===== src/rtl/viking_pkg.sv =====
// Shared constants, FSM state type and word-reorder rule for the mono capture path.
package viking_pkg;

  localparam logic [22:0] BASE    = 23'h600000;
  localparam logic [22:0] BASE_HI = 23'h740000;

  typedef enum logic [1:0] {
    ST_IDLE,
    ST_WAIT_VS,
    ST_CAPTURE,
    ST_DRAIN
  } cap_state_e;

  // Packer holds the first pixel at bit 63; RAM expects 16-bit groups in reverse order.
  function automatic logic [63:0] reorder_word(input logic [63:0] p);
    return {p[15:0], p[31:16], p[47:32], p[63:48]};
  endfunction

endpackage


===== src/rtl/mono_capture_fifo.sv =====
// Show-ahead 64-bit FIFO between the pixel packer and the bus side.
module mono_capture_fifo #(
  parameter int unsigned DEPTH = 4
) (
  input  logic        clk_i,
  input  logic        rst_ni,
  input  logic        push_i,
  input  logic        pop_i,
  input  logic [63:0] din_i,
  output logic [63:0] dout_o,
  output logic        full_o,
  output logic        empty_o
);

  localparam int unsigned PW = (DEPTH > 1) ? $clog2(DEPTH) : 1;
  localparam int unsigned CW = $clog2(DEPTH + 1);

  logic [63:0]   mem_q [DEPTH];
  logic [PW-1:0] wp_q, rp_q;
  logic [CW-1:0] cnt_q;
  logic          do_push, do_pop;

  function automatic logic [PW-1:0] nxt(input logic [PW-1:0] p);
    return (p == PW'(DEPTH - 1)) ? '0 : p + 1'b1;
  endfunction

  assign empty_o = (cnt_q == '0);
  assign full_o  = (cnt_q == CW'(DEPTH));
  assign do_pop  = pop_i && !empty_o;
  // A pop in the same cycle frees the slot, so a push into a full FIFO still lands.
  assign do_push = push_i && (!full_o || do_pop);
  assign dout_o  = mem_q[rp_q];

  always_ff @(posedge clk_i) begin
    if (!rst_ni) begin
      wp_q  <= '0;
      rp_q  <= '0;
      cnt_q <= '0;
    end else begin
      if (do_push) begin
        mem_q[wp_q] <= din_i;
        wp_q        <= nxt(wp_q);
      end
      if (do_pop) rp_q <= nxt(rp_q);
      case ({do_push, do_pop})
        2'b10:   cnt_q <= cnt_q + 1'b1;
        2'b01:   cnt_q <= cnt_q - 1'b1;
        default: ;
      endcase
    end
  end

endmodule


===== src/rtl/mono_capture.sv =====
// Mono video capture: packs 1-bit pixels into 64-bit words and writes them to RAM in bus slot 3.
// Optional per-line pixel count check enabled by defining MONO_CAPTURE_LINECHK_EN.
module mono_capture
  import viking_pkg::*;
#(
  parameter int unsigned H          = 1280,
  parameter int unsigned V          = 1024,
  parameter int unsigned FIFO_DEPTH = 4
) (
  input  logic        pclk,
  input  logic        reset_n,
  input  logic        clk_8_en,
  input  logic [1:0]  bus_cycle,
  input  logic        himem,
  input  logic        enable,
  input  logic        vs_in,
  input  logic        de_in,
  input  logic        pix_in,
  output logic [22:0] addr,
  output logic        write,
  output logic [63:0] data,
  output logic        overflow,
  output logic        frame_done
`ifdef MONO_CAPTURE_LINECHK_EN
  ,
  output logic        line_err
`endif
);

  localparam int unsigned LW = $clog2(V + 1);

  cap_state_e    state_q;
  logic          vs_q, de_q;
  logic [63:0]   pk_q, pk_d, pk_set;
  logic [5:0]    pcnt_q, pcnt_d;
  logic [LW-1:0] line_q;
  logic [22:0]   addr_q;
  logic          ovf_q, done_q;

  logic          cap, take, de_fall, vs_rise, vs_fall;
  logic          push, push_full, push_part, pop;
  logic          f_full, f_empty;
  logic [63:0]   push_word;

  always_comb begin
    cap     = (state_q == ST_CAPTURE);
    de_fall = de_q && !de_in;
    vs_rise = !vs_q && vs_in;
    vs_fall = vs_q && !vs_in;
    take    = cap && de_in;

    pk_set                  = pk_q;
    pk_set[6'd63 - pcnt_q]  = !pix_in;

    push_full = take && (pcnt_q == 6'd63);
    push_part = cap && de_fall && (pcnt_q != '0);
    push      = push_full || push_part;
    // Unwritten packer bits are already zero, so a partial word is zero-padded as-is.
    push_word = reorder_word(push_full ? pk_set : pk_q);

    pk_d   = pk_q;
    pcnt_d = pcnt_q;
    if (!cap || push) begin
      pk_d   = '0;
      pcnt_d = '0;
    end else if (take) begin
      pk_d   = pk_set;
      pcnt_d = pcnt_q + 6'd1;
    end
  end

  assign write      = (bus_cycle == 2'd3) && !f_empty;
  assign pop        = write && clk_8_en;
  assign addr       = addr_q;
  assign overflow   = ovf_q;
  assign frame_done = done_q;

  always_ff @(posedge pclk) begin
    if (!reset_n) begin
      state_q <= ST_IDLE;
      vs_q    <= 1'b0;
      de_q    <= 1'b0;
      pk_q    <= '0;
      pcnt_q  <= '0;
      line_q  <= '0;
      addr_q  <= '0;
      ovf_q   <= 1'b0;
      done_q  <= 1'b0;
    end else begin
      vs_q   <= vs_in;
      de_q   <= de_in;
      pk_q   <= pk_d;
      pcnt_q <= pcnt_d;
      done_q <= 1'b0;

      if (pop) addr_q <= addr_q + 23'd4;

      if (!enable) ovf_q <= 1'b0;
      else if (push && f_full && !pop) ovf_q <= 1'b1;

      case (state_q)
        ST_IDLE: if (enable) state_q <= ST_WAIT_VS;
        ST_WAIT_VS: begin
          if (vs_rise) begin
            state_q <= ST_CAPTURE;
            line_q  <= '0;
            addr_q  <= himem ? BASE_HI : BASE;
          end
        end
        ST_CAPTURE: begin
          if (de_fall) line_q <= line_q + 1'b1;
          if ((de_fall && (line_q == LW'(V - 1))) || vs_fall) state_q <= ST_DRAIN;
        end
        ST_DRAIN: begin
          if (f_empty) begin
            state_q <= ST_IDLE;
            done_q  <= (line_q == LW'(V));
          end
        end
        default: state_q <= ST_IDLE;
      endcase
    end
  end

  mono_capture_fifo #(
    .DEPTH(FIFO_DEPTH)
  ) u_fifo (
    .clk_i  (pclk),
    .rst_ni (reset_n),
    .push_i (push),
    .pop_i  (pop),
    .din_i  (push_word),
    .dout_o (data),
    .full_o (f_full),
    .empty_o(f_empty)
  );

`ifdef MONO_CAPTURE_LINECHK_EN
  localparam int unsigned XW = $clog2(H + 2);

  logic [XW-1:0] xcnt_q;
  logic          lerr_q;

  always_ff @(posedge pclk) begin
    if (!reset_n) begin
      xcnt_q <= '0;
      lerr_q <= 1'b0;
    end else begin
      if (!cap || de_fall) xcnt_q <= '0;
      else if (take && (xcnt_q != XW'(H + 1))) xcnt_q <= xcnt_q + 1'b1;

      if (!enable) lerr_q <= 1'b0;
      else if (cap && de_fall && (xcnt_q != XW'(H))) lerr_q <= 1'b1;
    end
  end

  assign line_err = lerr_q;
`endif

endmodule


===== config.mk =====
export PLATFORM = sky130hd
export DESIGN_NAME = mono_capture
export DESIGN_NICKNAME = d
export VERILOG_FILES = /design/src/rtl/viking_pkg.sv /design/src/rtl/mono_capture_fifo.sv /design/src/rtl/mono_capture.sv
export SDC_FILE = /design/constraint.sdc
export NUM_CORES = 1
export LEC_CHECK = 0
export CAP_MARGIN = 15
export CORE_MARGIN = 2
export CORE_UTILIZATION = 30
export DETAILED_ROUTE_END_ITERATION = 6
export PLACE_DENSITY = 0.54
export REMOVE_ABC_BUFFERS = 1
export SLEW_MARGIN = 5
export SYNTH_ARGS = -nofsm -noshare
export SYNTH_HDL_FRONTEND = slang
export SYNTH_HIERARCHICAL = 1
export SYNTH_SLANG_ARGS = --single-unit

===== constraint.sdc =====
create_clock -name pclk -period 4.3 [get_ports pclk]
set_clock_uncertainty 0.15 [all_clocks]
set_input_delay 0.86 -clock pclk [delete_from_list [all_inputs] [get_ports pclk]]
set_output_delay 0.86 -clock pclk [all_outputs]
set_load 0.05 [all_outputs]

Word level (Yosys, flattened, before mapping)
Memory sizes are Yosys's and may differ from the RTL's. A register that Yosys moved wholly into a read port is not among the register bits. Cells that the tools add are included.

Bits in registers: 117. Latch bits: 0. Bits in writable memories: 256. ROM bits: 0. Input bits: 10. Output and inout port bits: 90. Word-level logic and storage cells: 102. Memories: 1.

Add/sub/neg operators: 8. Multipliers: 0. Div/mod/pow operators: 0. $lt $le $gt $ge: 2. Eq/ne operators: 17. Shift-type cells: 0. Mux-type cells: 24. Bitwise operators: 1. Reduce and logical (&&, ||, !) cells: 37.

Memory list: u_fifo.mem_q (depth 4, width 64, rd ports 1, clocked after memory_dff 1, wr ports 1, line mono_capture_fifo.sv:18) `logic [63:0] mem_q [DEPTH];`.

Operators with widths (count): 23-bit two-way mux (3); 64-bit bitwise mux (1); 64-bit two-way mux (1); 23-bit by 3-bit adder with 23-bit output (second input constant) (1); 11-bit two-way mux (2); 11-bit one-hot mux with 2 select lines (1); 21-bit two-way mux (1); 2-bit two-way mux (8); 1-bit logical AND (15); 2-bit equality test (second input constant) (6); 11-bit by 1-bit adder with 11-bit output (second input constant) (1); 11-bit by 10-bit equality test with 1-bit output (second input constant) (1); 11-bit equality test (second input constant) (1); 1-bit logical NOT (8); 2-bit one-hot mux with 4 select lines (1); 6-bit by 7-bit less-than comparator with 1-bit output (second input constant) (1); 6-bit by 1-bit adder with 6-bit output (second input constant) (1); 1-bit demux with 6-bit select (1); 6-bit equality test (second input constant) (1); 6-bit by 1-bit >= comparator with 1-bit output (second input constant) (1); 2-bit by 1-bit inequality test with 1-bit output (second input constant) (3); 3-bit one-hot mux with 2 select lines (1); 3-bit AND reduction (2); 6-bit nonzero test (1); other kinds (16) (26).

Logic depth before layout (Yosys ltp)
Word-level depth: 10. Depth in mapped cells: 16. Mapped depth without buffers: 13.

By module
Netlist, hierarchy kept.

Modules (own cells, without submodules): mono_capture_fifo (instances 1, cells an instance 390, area an instance 9808.2 sq um, seq. area each 7867.5 sq um); mono_capture (instances 1, cells an instance 599, area an instance 5335.1 sq um, seq. area each 2162.1 sq um).

Worst setup path before layout
Ideal clock, no wire load.

Path type: input port to flip-flop. Start point: input port de_in. End point: memory u_fifo.mem_q[0][0] (enable). Setup time: 0.429 ns. Arrival time: 3.458 ns. Path slack: 0.263 ns. Stages: 7. Cell sequence: and2_1 -> buf_2 -> nand4_1 -> clkbuf_1 -> nand2_1 -> a21boi_2 -> and3_1.

Word-level cells in the longest chain between the ends: 9. Elaborated cells between the ends (all ways): 11. Those cells by class: 3 x mux; 8 x reduce/logical.

RTL lines: start, declared (line mono_capture.sv:17) `input logic de_in,`; 1-bit logical NOT (line mono_capture.sv:47) `de_fall = de_q && !de_in;`; 1-bit logical AND (line mono_capture.sv:47); 1-bit logical AND (2 in a row) (line mono_capture.sv:56) `push_part = cap && de_fall && (pcnt_q != '0);`; 1-bit logical OR (*) (line mono_capture.sv:57) `push = push_full || push_part;`; net push (line mono_capture.sv:41) `logic push, push_full, push_part, pop;`; 1-bit logical AND (*) (line mono_capture_fifo.sv:31) `assign do_push = push_i && (!full_o || do_pop);`; 1-bit two-way mux (*) (line mono_capture_fifo.sv:40) `if (do_push) begin`; 1-bit two-way mux (*) (line mono_capture_fifo.sv:35) `if (!rst_ni) begin`; 1-bit two-way mux (implied by the code) (*) (line mono_capture_fifo.sv:41) `mem_q[wp_q] <= din_i;`; end, declared (line mono_capture_fifo.sv:18).

Mark *: on every way through the listed nets, which the timed path passes. The rest lies on a longest branch.

==> out/metrics.csv <==
metric;value;unit
Area growth syn-to-layout;17.7;%
CP Data Required Time;3290;ps
initial core utilization;0.303;
VDD IR max;0.000185;V
port bufs;97;
library cells used by synthesis;62;
worst r2r dst;u_fifo/cnt_q[2]$_SDFFE_PN0P_;
xor/xnor cell area share of the yosys netlist;0.00810;
H-tree depth;2;
WHS;345;ps
DIE HEIGHT;229;um
Gate power share;0.044;
Register-to-Register Path Depth;11;
Register Area;10000;um2
final setup fails;0;
clk sinks;373;
post-route setup slack;512;ps
P_sw;1.67;mW
vias per cell;4.86;
dpl cells;1656;
vias in the first global route;8582;
Fin Setup TNS;0;ps
fillers;4737;
# IOs;100;
Slew HR;0.311;
largest family of logic cells by synthesized area;multiplexers;
drt drc;0;
Cells after Synth;989;
Clock Path Buffers;3;
Clock Root Buffer;clkbuf_16;
mux cell area share after synthesis;0.100;
Worst Hold Path EP;u_fifo/mem_q[3][55]$_DFFE_PP_;
Slowest cell on crit path;clkdlybuf4s50_1;
Cell Pwr Density;422;nW/um2
count of flip-flops with a built-in enable after synthesis;256;
layout cells sized above 1;0.170;
Worst R2R Start;u_fifo/cnt_q[0]$_SDFFE_PN0P_;
clk slew on worst S/H paths;60;ps
cell breakdown of the critical path;buf_12, mux4_1, clkdlybuf4s50_1;
final design area excluding fillers;17800;um2
TritonCTS buffer count;40;
outcome;finished clean;
Yosys reg bits;373;
Final Hold Fails;0;
Net count, final;1052;
# Max-Cap Violations;0;
Global Route Usage Sum;0.123;
vias;8409;
crit path launch type;flip-flop;
overall routed net length;32100;um
Post-DRT Antenna Nets;0;
Post-CTS Setup Inserts;0;
ys async rst share;0;
total power draw;7.51;mW
cts hold-fix bufs;0;
Top FF cell, synth;edfxtp_1;
Worst EP arrival;2780;ps
sw frac;0.222;
Hold Path Depth;0;
Placed Area;16500;um2
Hold Crit Start;pk_q[7]$_SDFFE_PP0P_;
crit end category;output pin;
CP delay by family, top;buffers and inverters;
drt first pass iters;5;
post-synthesis simple-gate area fraction;0.0669;
initial antenna violation count;0;
P_leak;5.35;nW
pin count of the biggest net entering global routing;65;
worst-margin pin slew;1030;ps
Util after Layout;0.357;
sequential share of power;0.509;
Clock power frac;0.448;
die width;229;um
post_cts resized;0;
Multi-input gate area;4370;um2
Die Footprint;52300;um2
CP bufs+invs;2;
Cell Count, Final, Fillers Out;1730;
Reg2Reg Setup Slack;1220;ps
hpwl dp;18300;um
cell-internal power;5.84;mW
register area share after synthesis;0.662;
CP peak stage delay;730;ps
Placeable Area;50000;um2
Worst Path Max Fanout;37;
post-route minimum period;3790;ps
Rows;82;
maximum clock rate;264;MHz
CTS tree;built;
RD Place Congestion;0.744;
Wirelength per Cell;18.5;um
Clock Latency Late Sink;550;ps
Mapped Area;15100;um2
grt ovf;0;
initial DRC count;597;
first-pass GRT wire length;50500;um
synthesized-area fraction occupied by adder cells;0.0137;
syn avg cell area;15.3;um2
yosys warns;6;
Synth Area in Compound Gates;0.0982;
Setup CP Type;reg -> out;
Tcrit/Tclk final;0.881;
diode count;0;
pre-CTS setup slack;656;ps
Slew Limit Fails;0;
RSZ-0062 raised after global routing;no;
Hold WC Path Type;reg -> reg;
==> layout make-up <==
type,count,share of cell area
well taps,672,0.0472
inverters,21,0.00442
clock buffers,56,0.0624
flip-flops and latches,373,0.563
repair buffers,118,0.0680
multi-input cells,472,0.245
clock inverters,18,0.00962
==> routing by layer <==
metal  GRT usage  share of wire  up-vias
met2       0.203           0.48      215
li1            -              -     3926
met5           0              0        -
met3      0.0333          0.064       42
met1       0.160           0.44     4226
met4      0.0306          0.017        0
==> synthesized netlist by cell type, types with 3 or more instances <==
cell type / n / area share
o21a_1: 3 / 0.0015
buf_2: 25 / 0.0083
buf_12: 6 / 0.0079
inv_1: 20 / 0.0050
nand2_1: 28 / 0.0069
mux4_1: 4 / 0.0069
nor3_2: 3 / 0.0020
buf_6: 10 / 0.0074
mux4_2: 60 / 0.089
or3_1: 7 / 0.0029
buf_4: 3 / 0.0015
nor2_1: 31 / 0.0077
ha_1: 15 / 0.012
and2_1: 12 / 0.0050
o31ai_1: 19 / 0.0094
a311oi_1: 38 / 0.022
a311oi_2: 23 / 0.023
a21oi_1: 79 / 0.026
nand3b_1: 4 / 0.0020
nor3_1: 9 / 0.0030
dfxtp_1: 117 / 0.15
nand2b_1: 4 / 0.0017
a31oi_1: 4 / 0.0017
nor3b_2: 3 / 0.0025
and3b_1: 3 / 0.0017
xor2_1: 10 / 0.0058
xnor2_1: 4 / 0.0023
or4_1: 15 / 0.0074
clkbuf_1: 77 / 0.019
nand3_1: 16 / 0.0053
mux2i_1: 5 / 0.0033
and3_1: 8 / 0.0033
and4_1: 4 / 0.0023
nand4_1: 14 / 0.0058
edfxtp_1: 256 / 0.51
o21ai_0: 17 / 0.0056
==> registers in the layout, summed over array words and instances (netlist names), 2 cells and up, named ones only <==
signal,cells
u_fifo/mem_q,256
pk_q,64
addr,21
line_q,11
pcnt_q,6
u_fifo/cnt_q,3
state_q,2
u_fifo/rp_q,2
u_fifo/wp_q,2
==> worst max-delay path by stage <==
stage                          from                      endpoint  slack (ps)  depth (start not counted)
final                     flip-flop                      data[63]         510                          3
after floorplan           flip-flop                       data[0]        -390                          1
after global routing      flip-flop                      data[63]         370                          3
after detailed placement   clk_8_en  u_fifo/cnt_q[2]$_SDFFE_PN0P_         660                         10
after global placement     clk_8_en  u_fifo/cnt_q[2]$_SDFFE_PN0P_         700                         10
after CTS                 flip-flop                      data[63]         420                          3
==> power by group through the flow <==
stage	clock network (mW)	registers, mW	logic, mW
4_1_cts	3.46	3.82	0.329
6_report	3.36	3.82	0.327
3_5_place_dp	0	3.90	0.328
5_1_grt	3.61	3.82	0.360
2_1_floorplan	0	3.92	0.183
3_3_place_gp	0	3.90	0.325
==> cell usage in the layout, fill, tap and decap left out, types with 14 or more instances in the layout <==
cell type / n
o31ai_1: 19
nor2_1: 31
edfxtp_1: 256
ha_1: 15
nand4_1: 14
a311oi_2: 23
buf_4: 14
clkbuf_16: 41
mux4_2: 60
o21ai_0: 17
inv_1: 20
clkdlybuf4s50_1: 96
a311oi_1: 38
a21oi_1: 79
nand3_1: 16
or4_1: 15
dfxtp_1: 115
nand2_1: 28
==> cells by family (layout without fill, tap and decap cells) <==
kind of cell | count (synthesis) | in the layout
and+or+nand+nor | 172 | 172
adders and majority gates | 16 | 16
muxes | 70 | 70
DFF | 373 | 373
AOI/OAI and AO/OA | 198 | 198
buffers and inverters | 145 | 213
other | 1 | 2
xor gates and xnor gates | 14 | 14
No activity file was read; power rests on OpenSTA's default activity.
